==> src/rtl/event_collector.sv <==
// Collects per-unit spikes into pending registers, arbitrates them round-robin
// into a show-ahead FIFO and presents that FIFO as a valid/ready event stream.
module event_collector #(
   parameter  int NUM_UNITS       = 4,
   parameter  int TS_WIDTH        = 8,
   parameter  int FIFO_ADDR_WIDTH = 3,
   localparam int UID_W           = $clog2(NUM_UNITS),
   localparam int WORD_W          = UID_W + 2 + TS_WIDTH
) (
   input  logic                       clk,
   input  logic                       rst,
   input  logic [NUM_UNITS-1:0]       spike_detection_array,
   input  logic [2*NUM_UNITS-1:0]     event_out_array,
   output logic [WORD_W-1:0]          event_word,
   output logic                       event_valid,
   input  logic                       event_ready,
   output logic [FIFO_ADDR_WIDTH:0]   fifo_level,
   output logic [7:0]                 overflow_count
);

   localparam int DEPTH = 1 << FIFO_ADDR_WIDTH;

   logic [TS_WIDTH-1:0]        r_ts;
   logic [UID_W-1:0]           r_ptr;
   logic [NUM_UNITS-1:0]       r_pend_valid;
   logic [1:0]                 r_pend_class [NUM_UNITS];
   logic [TS_WIDTH-1:0]        r_pend_ts    [NUM_UNITS];
   logic [WORD_W-1:0]          r_mem        [DEPTH];
   logic [FIFO_ADDR_WIDTH-1:0] r_wr_ptr;
   logic [FIFO_ADDR_WIDTH-1:0] r_rd_ptr;
   logic [FIFO_ADDR_WIDTH:0]   r_level;
   logic [7:0]                 r_ovf;

   logic                       w_pop;
   logic                       w_can_push;
   logic                       w_grant_valid;
   logic [UID_W-1:0]           w_grant_idx;
   logic [WORD_W-1:0]          w_grant_word;
   logic [NUM_UNITS-1:0]       w_granted;
   logic [NUM_UNITS-1:0]       w_drop;
   logic [15:0]                w_drop_cnt;
   logic [15:0]                w_ovf_sum;

   assign w_pop      = (r_level != '0) && event_ready;
   // A full FIFO still accepts a word when the head leaves in the same cycle.
   assign w_can_push = (r_level < (FIFO_ADDR_WIDTH+1)'(DEPTH)) || w_pop;

   always_comb begin
      logic [UID_W-1:0] v_idx;
      w_grant_valid = 1'b0;
      w_grant_idx   = '0;
      v_idx         = '0;
      for (int i = 0; i < NUM_UNITS; i++) begin
         v_idx = r_ptr + UID_W'(i);
         if (!w_grant_valid && w_can_push && r_pend_valid[v_idx]) begin
            w_grant_valid = 1'b1;
            w_grant_idx   = v_idx;
         end
      end
   end

   assign w_grant_word = {w_grant_idx, r_pend_class[w_grant_idx], r_pend_ts[w_grant_idx]};

   generate
      for (genvar gi = 0; gi < NUM_UNITS; gi++) begin : g_unit
         assign w_granted[gi] = w_grant_valid && (w_grant_idx == UID_W'(gi));
         assign w_drop[gi]    = spike_detection_array[gi] && r_pend_valid[gi] && !w_granted[gi];
      end
   endgenerate

   always_comb begin
      w_drop_cnt = '0;
      for (int i = 0; i < NUM_UNITS; i++) begin
         w_drop_cnt = w_drop_cnt + 16'(w_drop[i]);
      end
   end

   assign w_ovf_sum = {8'd0, r_ovf} + w_drop_cnt;

   always_ff @(posedge clk) begin
      if (rst) begin
         r_ts  <= '0;
         r_ptr <= '0;
         r_ovf <= '0;
      end else begin
         r_ts  <= r_ts + 1'b1;
         r_ovf <= (w_ovf_sum > 16'd255) ? 8'd255 : w_ovf_sum[7:0];
         if (w_grant_valid) begin
            r_ptr <= w_grant_idx + 1'b1;
         end
      end
   end

   // A granted unit frees its slot this edge, so a coincident spike refills it.
   always_ff @(posedge clk) begin
      for (int k = 0; k < NUM_UNITS; k++) begin
         if (rst) begin
            r_pend_valid[k] <= 1'b0;
            r_pend_class[k] <= '0;
            r_pend_ts[k]    <= '0;
         end else if (spike_detection_array[k] && (!r_pend_valid[k] || w_granted[k])) begin
            r_pend_valid[k] <= 1'b1;
            r_pend_class[k] <= event_out_array[2*k +: 2];
            r_pend_ts[k]    <= r_ts;
         end else if (w_granted[k]) begin
            r_pend_valid[k] <= 1'b0;
         end
      end
   end

   always_ff @(posedge clk) begin
      if (w_grant_valid && !rst) begin
         r_mem[r_wr_ptr] <= w_grant_word;
      end
   end

   always_ff @(posedge clk) begin
      if (rst) begin
         r_wr_ptr <= '0;
         r_rd_ptr <= '0;
         r_level  <= '0;
      end else begin
         if (w_grant_valid) begin
            r_wr_ptr <= r_wr_ptr + 1'b1;
         end
         if (w_pop) begin
            r_rd_ptr <= r_rd_ptr + 1'b1;
         end
         case ({w_grant_valid, w_pop})
            2'b10:   r_level <= r_level + 1'b1;
            2'b01:   r_level <= r_level - 1'b1;
            default: r_level <= r_level;
         endcase
      end
   end

   assign event_valid    = (r_level != '0);
   assign event_word     = event_valid ? r_mem[r_rd_ptr] : '0;
   assign fifo_level     = r_level;
   assign overflow_count = r_ovf;

endmodule

==> config.mk <==
export PLATFORM = sky130hd
export DESIGN_NAME = event_collector
export DESIGN_NICKNAME = d
export VERILOG_FILES = /design/src/rtl/event_collector.sv
export SDC_FILE = /design/constraint.sdc
export NUM_CORES = 1
export LEC_CHECK = 0
export CAP_MARGIN = 20
export CELL_PAD_IN_SITES_DETAIL_PLACEMENT = 1
export CELL_PAD_IN_SITES_GLOBAL_PLACEMENT = 1
export CORE_MARGIN = 2
export CORE_UTILIZATION = 45
export DETAILED_ROUTE_END_ITERATION = 8
export GPL_TIMING_DRIVEN = 0
export PLACE_DENSITY = 0.86
export SYNTH_ARGS = -nofsm -noshare
export SYNTH_HDL_FRONTEND = slang
export SYNTH_SLANG_ARGS = --single-unit
export TNS_END_PERCENT = 20
==> constraint.sdc <==
create_clock -name clk -period 4.1 [get_ports clk]
set_input_delay 0.82 -clock clk [delete_from_list [all_inputs] [get_ports clk]]
set_output_delay 0.82 -clock clk [all_outputs]
set_load 0.01 [all_outputs]
==> results of run 1 <==
routing by layer:
| layer | track usage, % | vias up | wire length [um] |
|---|---|---|---|
| li1 | - | 1958 | - |
| met1 | 24.5 | 2206 | 6750 |
| met2 | 42.1 | 109 | 9920 |
| met3 | 4.51 | 26 | 765 |
| met4 | 7.34 | 0 | 300 |
| met5 | 0 | - | 0 |
final cells by class:
class                           instances  area [um2]
Buffer                                 21         139
Fill cell                            1527        7080
Inverter                               12        45.0
Clock buffer                           19         433
Sequential cell                       171        4780
Timing Repair Buffer                   54         529
Multi-Input combinational cell        290        2310
Clock inverter                         13         119
Tap cell                              216         270
Yosys cell counts (2+ instances only):
library cell,instances
edfxtp_1,136
nor2_1,50
nand2_1,42
and2_1,41
dfxtp_1,35
mux4_2,24
a21oi_1,20
mux2i_1,16
ha_1,11
nand2b_1,11
a32oi_1,10
inv_1,10
xor2_1,10
buf_2,7
nand3_1,7
xnor2_1,7
nor3_1,6
a21boi_0,5
and3_1,5
clkbuf_1,5
buf_1,4
fa_1,4
buf_6,3
nor4_1,3
a21o_1,2
a21oi_2,2
buf_4,2
inv_2,2
nor2b_1,2
or3_1,2
report_power, final:
group / internal, mW / switching, mW / total, mW
Combinational: 0.649 / 0.775 / 1.42
Sequential: 2.11 / 0.0953 / 2.20
Clock: 0.840 / 0.669 / 1.51
worst min-delay path by stage:
stage / start / end / depth (start not counted) / slack [ns]
CTS: r_ts[0]$_SDFF_PP0_ / r_ts[0]$_SDFF_PP0_ / 1 / 0.51
global placement: r_ts[0]$_SDFF_PP0_ / r_ts[0]$_SDFF_PP0_ / 1 / 0.48
floorplan: r_ts[0]$_SDFF_PP0_ / r_ts[0]$_SDFF_PP0_ / 1 / 0.44
global route: r_rd_ptr[1]$_SDFFE_PP0P_ / r_rd_ptr[1]$_SDFFE_PP0P_ / 2 / 0.57
detailed placement: r_ts[0]$_SDFF_PP0_ / r_ts[0]$_SDFF_PP0_ / 1 / 0.49
finish: r_ts[0]$_SDFF_PP0_ / r_ts[0]$_SDFF_PP0_ / 1 / 0.51
cell usage in the layout, fill, tap and decap left out, types with 4 or more instances in the layout:
cell,n
buf_1,4
a32oi_1,10
a21oi_1,17
nor3_2,4
buf_2,5
nand3_1,5
edfxtp_1,136
ha_1,11
a21oi_2,4
nor2_1,50
dfxtp_1,35
inv_1,9
nand2_1,42
mux4_2,24
and2_1,41
nand2b_1,11
inv_6,4
clkdlybuf4s50_1,37
xor2_1,10
xnor2_1,7
clkbuf_1,7
buf_4,11
buf_6,11
clkbuf_16,17
mux2i_1,16
registers in the layout, summed over array words and instances, names as in the netlist, named ones only:
name / cells
r_mem: 96
r_pend_ts: 32
overflow_count: 8
r_pend_class: 8
r_ts: 8
fifo_level: 4
r_pend_valid: 4
r_rd_ptr: 3
r_wr_ptr: 3
r_ptr: 2
kinds of logic after synthesis:
kind of cell	count (synthesis)
DFF	171
and+or+nand+nor	175
AOI/OAI and AO/OA	43
muxes	40
buffers and inverters	33
xor gates and xnor gates	17
adders and majority gates	15
worst max-delay path, cell delays in order:
cell and delay (ns):
dlymetal6s2s_1 0.13, and2b_2 0.25, a21oi_4 0.19, o211ai_1 0.19, buf_4 0.20, ha_1 0.21, a21boi_2 0.16, nand2_1 0.10
fa_1 0.49, fa_1 0.44, inv_2 0.09, fa_2 0.20, and3_4 0.20, and3_4 0.21, nand3_4 0.13, a21oi_2 0.16
what timing repair did:
action / in CTS / in global routing
endpoints found under the setup margin: 8 / 7
pin swaps: 4 / 6
buffers inserted: 5 / 3
hold endpoints to repair: 0 / 0
resized for setup: 16 / 8
==> metrics, run 1 <==
Chip Width=130 um; Yosys top cell area share=57.0%; Design Area, Final=8630 um2; post-synthesis mux area share=9.78%; port bufs=38; CTS Hold Bufs=0; H-tree level count=4; dpl hpwl=11600 um; first-pass GRT wire length=around 27000 um; R2R Setup Slk=between 0.4 and 0.5 ns; Initial Utilization=between 40% and 50%; Util after Layout=a little over half; number of global-route vias before repair=4760; core area=15700 um2; CTS tree=yes; CP arrival=approximately 4.2 ns; Total GRT Usage=22.1%; total CTS buffers=17; Post-Synth Adder-Cell Area=under 10%; Clock Skew=0.00816 ns; boundary pin count=40; maximum fanout along the worst path=6; share of layout cells above drive strength 1=18.1%; Critical Path End Type=flip-flop; total grt overflow=0; Vias/cell=approximately 5.4; DP Area=7930 um2; Antenna diodes=0; placed cell count=756; Worst R2R Path Depth=14; Max Freq=approximately 0.26 GHz; synth warn=0; CP required=about 4.5 ns; leak pwr=3.03 nW; Simple-Gate Fraction of Synth Area=12.1%; xor-xnor portion of the synthesized cell area=a little over 2%; Final Critical Period=between 3 and 4 ns; Rel. slew slack=30.4%; setup_tns=0 ns; largest net degree at the start of global routing=20; P&R area growth vs syn=20.5%; Seq/Total Area, Yosys=66.8%; worst-margin pin slew=1.04 ns; main combinational cell family by area after synthesis=simple AND/OR/NAND/NOR gates; # rows=46; maximum VDD drop=0.000347 V; crit path kind=in2reg; cell area power density=595 nW/um2; post-synthesis instance total=494; Nets=~600; clock-pin slew on the worst setup and hold paths=0.07 ns; clock insertion delay at the later pin of the skew report=0.43 ns; Root Buffer=clkbuf_16; initial antenna violation count=0; DRT antenna net count=0; dpl ws=-0.871 ns; setup ws final=0.286 ns; WL per Instance=between 20 and 25 um; RSZ-0062 raised after global routing=no; CTS Buffer Depth=2; Primary FF master, synth=edfxtp_1; Reg-to-Reg End=overflow_count[2]$_SDFF_PP0_; synth unique cells=40; die span in y=130 um; dominant cell type by area after synthesis=edfxtp_1; Max Slew Vio Count=0; synthesized flop and latch total=between 150 and 200; final hold violation count=0; mapped cell area=~7200 um2; DR pass1 iterations=4; Syn Nets=524; die area=16900 um2; status=finished clean; Compound-Gate Fraction of Synth Area=3.93%; fin crit share=93.0%; HP Class=reg2reg; # DRC=0; Mean Syn Cell Area=14.5 um2; total power=5.14 mW; Setup violations, final=0; gpl congestion=0.747; drt total wl=17700 um; DR vias=4299; Clock Sinks=171; Post-synth EDFFs=136; critical path endpoint=overflow_count[2]$_SDFF_PP0_; initial DRC count=310; final non-filler cell total=796; Synth async-reset ratio=0%; Startpoint Class=input port; Area contributors post-synth=edfxtp_1 57%, dfxtp_1 9.8%, mux4_2 7.5%; worst hold slack=just over 0.5 ns; worst r2r src=r_pend_valid[1]$_SDFFE_PP0P_; Worst Setup SP=event_ready; Max-Cap Viols=0
(Power assumes the default switching activity.)
==> inputs of run 2 (changes only) <==
--- a/config.mk
+++ b/config.mk
@@ -6,13 +6,14 @@
 export NUM_CORES = 1
 export LEC_CHECK = 0
 export CAP_MARGIN = 20
-export CELL_PAD_IN_SITES_DETAIL_PLACEMENT = 1
-export CELL_PAD_IN_SITES_GLOBAL_PLACEMENT = 1
+export CELL_PAD_IN_SITES_DETAIL_PLACEMENT = 0
+export CELL_PAD_IN_SITES_GLOBAL_PLACEMENT = 2
 export CORE_MARGIN = 2
-export CORE_UTILIZATION = 45
+export CORE_UTILIZATION = 39
 export DETAILED_ROUTE_END_ITERATION = 8
 export GPL_TIMING_DRIVEN = 0
 export PLACE_DENSITY = 0.86
+export SETUP_SLACK_MARGIN = 0.05
 export SYNTH_ARGS = -nofsm -noshare
 export SYNTH_HDL_FRONTEND = slang
 export SYNTH_SLANG_ARGS = --single-unit
==> metrics, run 2 (synthesized netlist as in run 1, its figures left out) <==
cell area power density=585 nW/um2; Design Area, Final=between 8000 and 9000 um2; clock-pin slew on the worst setup and hold paths=roughly 0.07 ns; Chip Width=about 140 um; core area=18000 um2; Clock Skew=~0.0090 ns; share of layout cells above drive strength 1=18.0%; DR pass1 iterations=4; maximum fanout along the worst path=6; Startpoint Class=input port; largest net degree at the start of global routing=20; Vias/cell=5.04; fin crit share=about nine tenths; leak pwr=3.03 nW; crit path kind=in2reg; Total GRT Usage=15.5%; H-tree level count=4; status=finished clean; first-pass GRT wire length=around 23000 um; initial DRC count=~210; # rows=49; HP Class=reg2reg; total power=5.03 mW; Antenna diodes=0; Root Buffer=clkbuf_16; gpl congestion=0.749; Nets=around 590; most common cell after layout, fill and taps aside=edfxtp_1; boundary pin count=40; Critical Path End Type=flip-flop; DP Area=7950 um2; CTS Buffer Depth=2; CP required=4.46 ns; RSZ-0062 raised after global routing=no; CTS tree=yes; die area=19500 um2; initial antenna violation count=0; WL per Instance=17.6 um; biggest regs=r_mem x96, r_pend_ts x32; final hold violation count=0; Rel. slew slack=37.1%; P&R area growth vs syn=20.1%; Max Freq=roughly 0.27 GHz; port bufs=38; die span in y=140 um; # DRC=0; maximum VDD drop=0.000345 V; Max Slew Vio Count=0; Top reg by flops=r_mem; drt total wl=approximately 14000 um; total grt overflow=0; most frequent cells in the layout=136 x edfxtp_1, 50 x nor2_1, 42 x nand2_1; CP arrival=~4 ns; Largest register FFs=96; worst-margin pin slew=between 0.9 and 1 ns; dpl hpwl=9780 um; clock insertion delay at the later pin of the skew report=0.43 ns; DRT antenna net count=0; DR vias=about 4000; Initial Utilization=between 30% and 40%; Max-Cap Viols=0; number of global-route vias before repair=4204; total CTS buffers=17; Setup violations, final=0; Clock Sinks=between 150 and 200; Final Critical Period=3.64 ns
## run 2: cell count changes in the layout (fill, tap and decap cells not counted), moves of 2 or more
cell	change
buf_4	-4
clkinvlp_4	-2
inv_8	+5
buf_6	+2
## run 2: worst paths after layout
check	slack [ns]	end	cells past startpoint	start
max	0.46	overflow_count[1]$_SDFF_PP0_	16	event_ready
min	0.51	r_ts[0]$_SDFF_PP0_	1	r_ts[0]$_SDFF_PP0_
max reg2reg	0.60	overflow_count[1]$_SDFF_PP0_	15	fifo_level[3]$_SDFFE_PP0P_
min reg2reg	0.51	r_ts[0]$_SDFF_PP0_	1	r_ts[0]$_SDFF_PP0_
## run 2: repair_timing
item,in CTS,in global routing
hold buffers,0,0
gates resized for setup,18,2
cloned,0,0
setup buffers,4,1
pin swaps,4,4
setup endpoints to repair,7,7
## run 2: worst max-delay path, cell delays in order
cell,delay (ns)
dlymetal6s2s_1,0.12
and2b_2,0.24
a21oi_2,0.14
o211ai_1,0.14
buf_4,0.17
ha_1,0.20
a21boi_2,0.17
nand2_1,0.09
fa_1,0.50
fa_2,0.40
inv_2,0.08
fa_2,0.20
and3_1,0.20
and3_4,0.22
nand3_4,0.13
a21oi_1,0.17
## run 2: through the flow
stage / hold WS, ns / util [%] / worst slack [ns] / setup TNS (ns) / instances
2_1_floorplan: 0.444 / - / 0.190 / 0 / 494
3_3_place_gp: 0.484 / 43.6 / -0.794 / -15.63 / 761
3_5_place_dp: 0.499 / 44.3 / -0.861 / -6.10 / 769
4_1_cts: 0.514 / 47.8 / 0.0487 / 0 / 805
5_1_grt: 0.553 / 47.9 / 0.252 / 0 / 806
6_report: 0.506 / 47.9 / 0.457 / 0 / 806
## run 2: final cells by class
class,count,area [um2]
fillers,1523,9360
flip-flops and latches,171,4780
multi-input cells,290,2300
repair buffers,51,510
clock buffers,18,429
well taps,229,287
plain buffers,21,130
clock inverters,14,124
inverters,12,45.0
## run 2: report_power, final
part	total (mW)	internal, mW	switching (mW)	leakage (nW)
combinational	1.33	0.632	0.694	1.15
clock	1.51	0.801	0.713	0.276
sequential	2.19	2.11	0.0836	1.60
## run 2: per-layer routing
metal	wire length, um	global-route usage (%)	share of wire [%]
met5	0	0	0
met4	112	3.79	0.79
met3	571	3.99	4.0
met2	7310	27.0	51
met1	6220	19.3	44
